==> src/rtl/seq_pattern_tx_pkg.sv <==
// Shared types and defaults for the serial pattern transmitter.
// Optional ABORT input is enabled by defining SEQ_PATTERN_TX_ABORT_EN.
package seq_pkg;

    typedef enum logic [1:0] {
        S_IDLE  = 2'd0,
        S_SHIFT = 2'd1,
        S_GAP   = 2'd2,
        S_FIN   = 2'd3
    } state_t;

    // Default pattern matches the team's 1101 Mealy detector
    localparam int                           DEFAULT_PATTERN_W = 4;
    localparam logic [DEFAULT_PATTERN_W-1:0] DEFAULT_PATTERN   = 4'b1101;
    localparam int                           DEFAULT_GAP       = 1;

    localparam int GAP_CNT_W = 4;
    localparam int REP_CNT_W = 8;

    // Number of BUSY cycles a transmission of reps repetitions occupies
    function automatic int frame_cycles(input int reps, input int pattern_w, input int gap);
        return reps * (pattern_w + gap);
    endfunction

endpackage

==> src/rtl/seq_pattern_tx_if.sv <==
// Request/serial-output bundle between a requester and seq_pattern_tx.
// ABORT exists only when SEQ_PATTERN_TX_ABORT_EN is defined.
interface seq_pattern_tx_if;

    logic       START;
    logic [7:0] REPS;
    logic       SOUT;
    logic       BUSY;
    logic       LAST_BIT;
    logic       DONE;
`ifdef SEQ_PATTERN_TX_ABORT_EN
    logic       ABORT;
`endif

    modport master (
        input  SOUT, BUSY, LAST_BIT, DONE,
`ifdef SEQ_PATTERN_TX_ABORT_EN
        output ABORT,
`endif
        output START, REPS
    );

    modport slave (
        output SOUT, BUSY, LAST_BIT, DONE,
`ifdef SEQ_PATTERN_TX_ABORT_EN
        input  ABORT,
`endif
        input  START, REPS
    );

endinterface

==> src/rtl/seq_pattern_tx_piso_shift.sv <==
// Parallel-in serial-out register; MSB leaves first, zeros fill from the LSB.
module piso_shift #(
    parameter int WIDTH = 4
) (
    input  logic             CLK,
    input  logic             RST_N,
    input  logic             load,
    input  logic             shift_en,
    input  logic [WIDTH-1:0] data,
    output logic             msb
);

    logic [WIDTH-1:0] sreg;

    // Zero fill means the register drains to all-zero once a pattern is sent
    always_ff @(posedge CLK or negedge RST_N) begin
        if (!RST_N) begin
            sreg <= '0;
        end else if (load) begin
            sreg <= data;
        end else if (shift_en) begin
            sreg <= {sreg[WIDTH-2:0], 1'b0};
        end
    end

    assign msb = sreg[WIDTH-1];

endmodule

==> src/rtl/seq_pattern_tx.sv <==
// Bit-serial pattern transmitter: REPS repetitions of PATTERN, MSB-first, GAP zeros after each.
// Define SEQ_PATTERN_TX_ABORT_EN to add the ABORT input.
module seq_pattern_tx
    import seq_pkg::*;
#(
    parameter int                   PATTERN_W = DEFAULT_PATTERN_W,
    parameter logic [PATTERN_W-1:0] PATTERN   = DEFAULT_PATTERN,
    parameter int                   GAP       = DEFAULT_GAP
) (
    input logic             CLK,
    input logic             RST_N,
    seq_pattern_tx_if.slave bus
);

    localparam int                   BIT_W    = $clog2(PATTERN_W);
    localparam logic [BIT_W-1:0]     BIT_LAST = BIT_W'(PATTERN_W - 1);
    localparam logic [GAP_CNT_W-1:0] GAP_LAST = (GAP > 0) ? GAP_CNT_W'(GAP - 1) : '0;
    localparam bit                   HAS_GAP  = (GAP > 0);

    state_t                 state_q, state_d;
    logic [BIT_W-1:0]       bit_q, bit_d;
    logic [GAP_CNT_W-1:0]   gap_q, gap_d;
    logic [REP_CNT_W-1:0]   rep_q, rep_d;
    logic                   busy_q, busy_d;
    logic                   last_q, last_d;
    logic                   done_q, done_d;
    logic                   piso_load;
    logic                   piso_shift;
    logic [PATTERN_W-1:0]   piso_data;
    logic                   sout;
    logic                   abort_req;

`ifdef SEQ_PATTERN_TX_ABORT_EN
    assign abort_req = bus.ABORT;
`else
    assign abort_req = 1'b0;
`endif

    piso_shift #(
        .WIDTH (PATTERN_W)
    ) u_piso (
        .CLK      (CLK),
        .RST_N    (RST_N),
        .load     (piso_load),
        .shift_en (piso_shift),
        .data     (piso_data),
        .msb      (sout)
    );

    // Next state, counters and shifter control; outputs are derived from the next state
    always_comb begin
        state_d    = state_q;
        bit_d      = bit_q;
        gap_d      = gap_q;
        rep_d      = rep_q;
        piso_load  = 1'b0;
        piso_shift = 1'b0;
        piso_data  = PATTERN;

        case (state_q)
            S_IDLE: begin
                if (bus.START) begin
                    if (bus.REPS != '0) begin
                        state_d   = S_SHIFT;
                        rep_d     = bus.REPS;
                        bit_d     = '0;
                        piso_load = 1'b1;
                    end else begin
                        state_d = S_FIN;
                    end
                end
            end
            S_SHIFT: begin
                if (bit_q == BIT_LAST) begin
                    rep_d = rep_q - 8'd1;
                    bit_d = '0;
                    if (HAS_GAP) begin
                        state_d    = S_GAP;
                        gap_d      = '0;
                        piso_shift = 1'b1;
                    end else if (rep_d != '0) begin
                        piso_load = 1'b1;
                    end else begin
                        state_d    = S_FIN;
                        piso_shift = 1'b1;
                    end
                end else begin
                    bit_d      = bit_q + 1'b1;
                    piso_shift = 1'b1;
                end
            end
            S_GAP: begin
                if (gap_q == GAP_LAST) begin
                    gap_d = '0;
                    if (rep_q != '0) begin
                        state_d   = S_SHIFT;
                        bit_d     = '0;
                        piso_load = 1'b1;
                    end else begin
                        state_d = S_FIN;
                    end
                end else begin
                    gap_d = gap_q + 4'd1;
                end
            end
            S_FIN: begin
                state_d = S_IDLE;
            end
            default: begin
                state_d = S_IDLE;
                bit_d   = '0;
                gap_d   = '0;
                rep_d   = '0;
            end
        endcase

        // Abort overrides any transition; loading zeros silences SOUT at once
        if (abort_req && (state_q == S_SHIFT || state_q == S_GAP)) begin
            state_d    = S_IDLE;
            bit_d      = '0;
            gap_d      = '0;
            rep_d      = '0;
            piso_load  = 1'b1;
            piso_shift = 1'b0;
            piso_data  = '0;
        end

        busy_d = (state_d == S_SHIFT) || (state_d == S_GAP);
        last_d = (state_d == S_SHIFT) && (bit_d == BIT_LAST);
        done_d = (state_d == S_FIN);
    end

    // State, counters and registered status outputs
    always_ff @(posedge CLK or negedge RST_N) begin
        if (!RST_N) begin
            state_q <= S_IDLE;
            bit_q   <= '0;
            gap_q   <= '0;
            rep_q   <= '0;
            busy_q  <= 1'b0;
            last_q  <= 1'b0;
            done_q  <= 1'b0;
        end else begin
            state_q <= state_d;
            bit_q   <= bit_d;
            gap_q   <= gap_d;
            rep_q   <= rep_d;
            busy_q  <= busy_d;
            last_q  <= last_d;
            done_q  <= done_d;
        end
    end

    assign bus.SOUT     = sout;
    assign bus.BUSY     = busy_q;
    assign bus.LAST_BIT = last_q;
    assign bus.DONE     = done_q;

endmodule

==> src/flat_wrapper.sv <==
// flat-port wrapper written by rule: the top's interface ports become plain ports
module seq_pattern_tx_flat import seq_pkg::*;
#(
    parameter int                   PATTERN_W = DEFAULT_PATTERN_W,
    parameter logic [PATTERN_W-1:0] PATTERN   = DEFAULT_PATTERN,
    parameter int                   GAP       = DEFAULT_GAP
)
  (CLK, RST_N, bus_SOUT, bus_BUSY, bus_LAST_BIT, bus_DONE, bus_START, bus_REPS);
  seq_pattern_tx_if bus_i ();
  input logic CLK;
  input logic RST_N;
  output wire logic [$bits(bus_i.SOUT)-1:0] bus_SOUT;
  output wire logic [$bits(bus_i.BUSY)-1:0] bus_BUSY;
  output wire logic [$bits(bus_i.LAST_BIT)-1:0] bus_LAST_BIT;
  output wire logic [$bits(bus_i.DONE)-1:0] bus_DONE;
  input wire logic [$bits(bus_i.START)-1:0] bus_START;
  input wire logic [$bits(bus_i.REPS)-1:0] bus_REPS;
  assign bus_SOUT = bus_i.SOUT;
  assign bus_BUSY = bus_i.BUSY;
  assign bus_LAST_BIT = bus_i.LAST_BIT;
  assign bus_DONE = bus_i.DONE;
  assign bus_i.START = bus_START;
  assign bus_i.REPS = bus_REPS;
  seq_pattern_tx #(.PATTERN_W(PATTERN_W), .PATTERN(PATTERN), .GAP(GAP)) u_core (.CLK(CLK), .RST_N(RST_N), .bus(bus_i));
endmodule
==> config.mk <==
export PLATFORM = sky130hd
export DESIGN_NAME = seq_pattern_tx_flat
export DESIGN_NICKNAME = d
export VERILOG_FILES = /design/src/rtl/seq_pattern_tx_pkg.sv /design/src/rtl/seq_pattern_tx_if.sv /design/src/rtl/seq_pattern_tx_piso_shift.sv /design/src/rtl/seq_pattern_tx.sv /design/src/flat_wrapper.sv
export SDC_FILE = /design/constraint.sdc
export NUM_CORES = 1
export LEC_CHECK = 0
export BUFFER_PORTS_ARGS = -buffer_cell sky130_fd_sc_hd__buf_2
export CORE_ASPECT_RATIO = 1.2
export CORE_UTILIZATION = 61
export CTS_CLUSTER_SIZE = 12
export DETAILED_ROUTE_END_ITERATION = 12
export PLACE_DENSITY = 0.86
export RECOVER_POWER = 25
export SKIP_LAST_GASP = 1
export SYNTH_ARGS = -nofsm -noshare
export SYNTH_HDL_FRONTEND = slang
export SYNTH_SLANG_ARGS = --single-unit
==> constraint.sdc <==
create_clock -name CLK -period 6.4 [get_ports CLK]
set_input_delay 0.64 -clock CLK [delete_from_list [all_inputs] [get_ports CLK]]
set_output_delay 0.64 -clock CLK [all_outputs]
set_load 0.005 [all_outputs]
==> metrics.txt, run 1 <==
status=finished, final reports clean; r2r setup slk=3.50 ns; DP Cell Count=197; share of cells above drive strength 1=14.7%; Setup Fix Bufs, Post-CTS=0; Initial Util=64.7%; CP Capture Type=register; Adder-Cell Fraction of Synth Area=5.93%; commonest cells after routing, fill and taps aside=23 x dfrtp_1, 13 x a21oi_1, 13 x nor2_1, 13 x buf_2, 9 x nand2_1; library cells used by synthesis=48; final setup vio count=0; io pins=15; largest family of logic cells by synthesized area=compound AO/OA/AOI/OAI gates; Post-Syn Nets=176; worst reg2reg path startpoint=u_core.state_q[0]$_DFF_PN0_; final hold slack=0.515 ns; Die ar.=0.00262 sq mm; Critical Path Fanout Max=26; Critical Path End=u_core.bus.LAST_BIT$_DFF_PN0_; Post-synth EDFFs=0; Rows=19; vias in the first global route=1283; Post-Layout Cell Count=201; CTS buffer count=3; synthesized area=0.00148 sq mm; Mean Syn Cell Area=9.34 sq um; crit share post-route=45.2%; crit path time final=2.90 ns; Max-Cap Viols=0; WS Path Type=register to register; diodes inserted=0; Register-to-Register Path Depth=8; 1st-pass router iterations=4; Synth Area in Compound Gates=24.2%; hold violation total from the final report=0; post-synthesis instance total=158; Vias=1339; max frequency=0.345 GHz; cts repair resizes=0; Bufs on Longest Clock Path=2; Yosys reg bits=23; post-layout util=69.2%; final wirelength=3370 um; DRC=0; core area=0.00228 sq mm; initial antenna violation count=0; Clk Latency, worst-skew pair=0.33 ns; DR WL/cell=16.8 um; global-route wire length before repair=5580 um; drt initial violations=55; slew at the pin with the worst max-slew slack=1.17 ns; hpwl dp=2550 um; CP startpoint kind=register; Async SR Flop Fraction=100%; routed vias/inst=6.66; die width=46.9 um; Worst Setup SP=u_core.state_q[0]$_DFF_PN0_; Primary FF master, synth=dfrtp_1; Setup TNS=0 ns; max-slew violation count=0; DIE HEIGHT=55.9 um; Crit path required time=6.65 ns; Pleak=0.651 nW; XOR/XNOR Fraction of Synth Area=0.593%; RSZ-0062 raised after global routing=no; Hold Path Class=input pin to asynchronous set/reset pin; Buffers on Ports=14; WP data arrival=3.14 ns; Slew HR=22.1%; commonest non-fill, non-tap cell in the layout=dfrtp_1; Sink Count=23; Peak VDD IR=267 uV; simple-gate area share of the yosys netlist=22.3%; CTS tree=built; register area share after synthesis=39.0%; Final Skew=0.00517 ns; hold_buf cts=0; gpl congestion=0.905; mux cell area share after synthesis=4.07%; Fillers=197; PwrDens=400 mW/mm^2; synthesis-to-layout area growth=6.95%; Final Net Count=189; Clock transition at path regs=0.12 ns; total global routing overflow=0; largest net degree at the start of global routing=31; Syn. warnings=0; CTS H-tree lvls=1; Routed Antenna Nets=0; Reg2Reg Capture Point=u_core.bus.LAST_BIT$_DFF_PN0_; CTS Root Cell=clkbuf_4; Global Route Usage Sum=29.1%
==> cells in the mapped netlist, types with 3 or more instances <==
master | count | area, sq um
dfrtp_1 | 23 | 576
a21oi_1 | 13 | 65.1
nor2_1 | 13 | 48.8
nand2_1 | 9 | 33.8
o21ai_0 | 8 | 40.0
ha_1 | 7 | 87.6
inv_1 | 7 | 26.3
mux2i_1 | 6 | 60.1
nand3_1 | 6 | 30.0
nor3_1 | 5 | 25.0
o22ai_1 | 4 | 25.0
a31oi_1 | 3 | 18.8
nor4_1 | 3 | 18.8
o311ai_0 | 3 | 26.3
==> power breakdown <==
part	total, mW	switching, mW	internal, mW
clock	0.0686	0.0451	0.0235
combinational	0.282	0.158	0.123
sequential	0.282	0.0831	0.199
total	0.632	0.287	0.345
==> through the flow <==
stage	setup slack, ns	cell area [sq um]	power, mW
2_1_floorplan	4.14	1480	0.478
3_3_place_gp	3.75	1550	0.545
3_5_place_dp	3.57	1550	0.560
4_1_cts	3.55	1580	0.628
5_1_grt	3.34	1580	0.680
6_report	3.50	1580	0.632
==> how the worst min path moves through the flow <==
stage	to	slack (ns)
6_report	u_core.gap_q[1]$_DFFE_PN0P_	0.51
5_1_grt	u_core.u_piso.sreg[1]$_DFFE_PN0P_	0.57
4_1_cts	u_core.rep_q[6]$_DFFE_PN0P_	0.28
3_5_place_dp	u_core.u_piso.sreg[1]$_DFFE_PN0P_	0.52
3_3_place_gp	u_core.u_piso.sreg[1]$_DFFE_PN0P_	0.50
2_1_floorplan	u_core.bit_q[0]$_DFF_PN0_	0.34
==> cell type report <==
cell class                 instances  area, sq um  area share [%]
clock buffer                       3         22.5            1.43
clock inverter                     1         5.00           0.317
inverter                           7         26.3            1.66
multi-input combinational        122          842            53.3
sequential                        23          576            36.5
tap                               31         38.8            2.46
timing repair buffer              14         68.8            4.36
==> flip-flops by register name (all words and copies together), names as in the netlist <==
name,cells
u_core.state_q,2
u_core.bus.DONE,1
u_core.u_piso.sreg,4
u_core.rep_q,8
u_core.bus.BUSY,1
u_core.bus.LAST_BIT,1
u_core.bit_q,2
u_core.gap_q,4
==> kinds of logic (layout without fill, tap and decap cells) <==
| group | after synthesis | after routing |
|---|---|---|
| simple gates | 56 | 56 |
| compound gates | 52 | 52 |
| flops | 23 | 23 |
| buf+inv | 13 | 25 |
| fa+ha+maj | 7 | 7 |
| mux | 6 | 6 |
| xor+xnor | 1 | 1 |
==> layer usage <==
| metal | GRT usage (%) | share of wire [%] | up-vias |
|---|---|---|---|
| met1 | 34.3 | 40 | 644 |
| met3 | 4.87 | 5.5 | 9 |
| met5 | 0 | 0 | - |
| met2 | 49.0 | 53 | 54 |
| met4 | 13.1 | 2.3 | 0 |
| li1 | - | - | 632 |
==> critical path: stages, from the launching register on <==
cell,delay [ns]
dfrtp_1,0.85
inv_1,0.31
or3_1,0.43
o21ai_0,0.17
ha_1,0.24
nand2_1,0.09
a2111oi_0,0.44
a31oi_1,0.08
a21boi_0,0.21
(Power assumes the default switching activity.)
==> run 2: changes to the inputs <==
- CORE_UTILIZATION: 61 -> 52
- PLACE_DENSITY: 0.86 -> 0.78
- clock period: 6.4 -> 2.55 ns (I/O delays scaled with it)
==> run 2 against run 1 <==
  * Critical endpoint unchanged
  * Flip-flop and latch count did not move
  * Total power grew to 2.7 times the previous value
  * Die area grew 17%
  * Utilization is 4.5 points lower
  * Routed wire length grew 14%
  * Via count up 6.7%
  * Largest cell class unchanged
  * Critical path type unchanged
  * Largest power group is now combinational cells
==> metrics.txt, run 2 (synthesis gave the netlist of run 1 again) <==
status=finished, final reports clean; DR WL/cell=18.0 um; WP data arrival=2.60 ns; RSZ-0062 raised after global routing=no; Routed Antenna Nets=0; CTS buffer count=3; post-route cell area=0.00168 sq mm; Buffers on Ports=14; Final Skew=0.0199 ns; max frequency=0.418 GHz; final hold slack=0.232 ns; Vias=1429; hold violation total from the final report=0; commonest non-fill, non-tap cell in the layout=dfrtp_1; final setup vio count=0; Hold Path Class=input pin to register; global-route wire length before repair=6310 um; Bufs on Longest Clock Path=2; Initial Util=56.7%; total global routing overflow=0; drt initial violations=77; DIE HEIGHT=60.4 um; top flop regs=u_core.rep_q: 8 flops, u_core.gap_q: 4 flops, u_core.u_piso.sreg: 4 flops; max FFs per register=8; Die ar.=0.00306 sq mm; io pins=15; CTS H-tree lvls=1; vias in the first global route=1333; diodes inserted=0; 1st-pass router iterations=5; Most flops, register=u_core.rep_q; Clock transition at path regs=0.14 ns; gpl congestion=0.918; Max-Cap Viols=0; initial antenna violation count=0; slew at the pin with the worst max-slew slack=1.26 ns; core area=0.00260 sq mm; largest net degree at the start of global routing=26; commonest cells after routing, fill and taps aside=23 x dfrtp_1, 13 x a21oi_1, 13 x nor2_1, 13 x buf_2; Crit path required time=2.75 ns; Critical Path Fanout Max=4; hpwl dp=2740 um; final wirelength=3830 um; Peak VDD IR=624 uV; Rows=20; Final Net Count=199; crit path time final=2.40 ns; CTS Root Cell=clkbuf_4; placed cell area=0.00161 sq mm; Slew HR=15.8%; WS Path Type=register to register; die width=50.6 um; CP startpoint kind=register; DRC=0; CTS tree=built; Setup TNS=0 ns; crit share post-route=93.9%; CP Capture Type=register; routed vias/inst=6.71; Pleak=0.703 nW; Clk Latency, worst-skew pair=0.33 ns; share of cells above drive strength 1=21.1%; Global Route Usage Sum=28.0%; synthesis-to-layout area growth=14.1%; Sink Count=23; max-slew violation count=0; PwrDens=1000 mW/mm^2
[run 2: cell count changes in the layout (fill, tap and decap cells not counted), sizes merged]
cell	delta
buf	+9
dlygate4sd3	+1
[run 2: layout make-up]
class / count / area (sq um)
clock buffers: 3 / 22.5
clock inverters: 1 / 5.00
fillers: 212 / 918
inverters: 7 / 26.3
multi-input cells: 122 / 867
flip-flops and latches: 23 / 576
well taps: 33 / 41.3
repair buffers: 24 / 146
[run 2: worst paths after layout]
| check | end | depth (start not counted) | from | slack [ns] |
|---|---|---|---|---|
| worst min-delay path | u_core.rep_q[0]$_DFFE_PN0P_ | 3 | bus_REPS[0] | 0.23 |
| worst max-delay path | u_core.bus.LAST_BIT$_DFF_PN0_ | 11 | u_core.rep_q[0]$_DFFE_PN0P_ | 0.15 |
| worst min register to register | u_core.u_piso.sreg[0]$_DFFE_PN0P_ | 2 | u_core.u_piso.sreg[0]$_DFFE_PN0P_ | 0.56 |
| worst max register to register | u_core.bus.LAST_BIT$_DFF_PN0_ | 11 | u_core.rep_q[0]$_DFFE_PN0P_ | 0.15 |
| min in group asynchronous | u_core.bus.DONE$_DFF_PN0_ | 2 | RST_N | 0.70 |
| max in group asynchronous | u_core.bit_q[1]$_DFF_PN0_ | 2 | RST_N | 1.09 |
[run 2: what timing repair did]
| action | CTS | global route |
|---|---|---|
| setup endpoints to repair | 1 | 1 |
| setup buffers | 1 | 1 |
| hold buffers | 1 | 0 |
| endpoints found under the hold margin | 23 | 0 |
| resized for setup | 1 | 7 |
[run 2: layer usage]
layer	vias up	global-route usage (%)	routed length [um]
met1	684	35.6	1570
met3	15	3.51	255
met5	-	0	0
met2	79	48.0	1900
met4	0	13.1	105
li1	651	-	-
[run 2: critical path, cell delays in order (launching register included)]
cell	delay [ns]
dfrtp_1	0.45
inv_2	0.10
ha_1	0.17
or4bb_1	0.45
o22ai_4	0.18
a31oi_2	0.07
o21a_1	0.21
ha_1	0.19
nand2_1	0.13
a2111oi_2	0.07
a31oi_1	0.15
a21boi_1	0.10
[run 2: per-stage QoR]
stage               power, mW  setup slack, ns  util (%)  std cells
floorplan                1.20            0.292         -        158
global placement         1.44            0.284      61.8        206
detailed placement       1.47           0.0979      61.8        206
CTS                      1.66           0.0173      63.6        212
global route             1.82          0.00491      64.7        213
finish                   1.69            0.155      64.7        213
[run 2: power breakdown]
group,internal [mW],switching [mW]
clock,0.0589,0.117
sequential,0.500,0.140
combinational,0.370,0.506
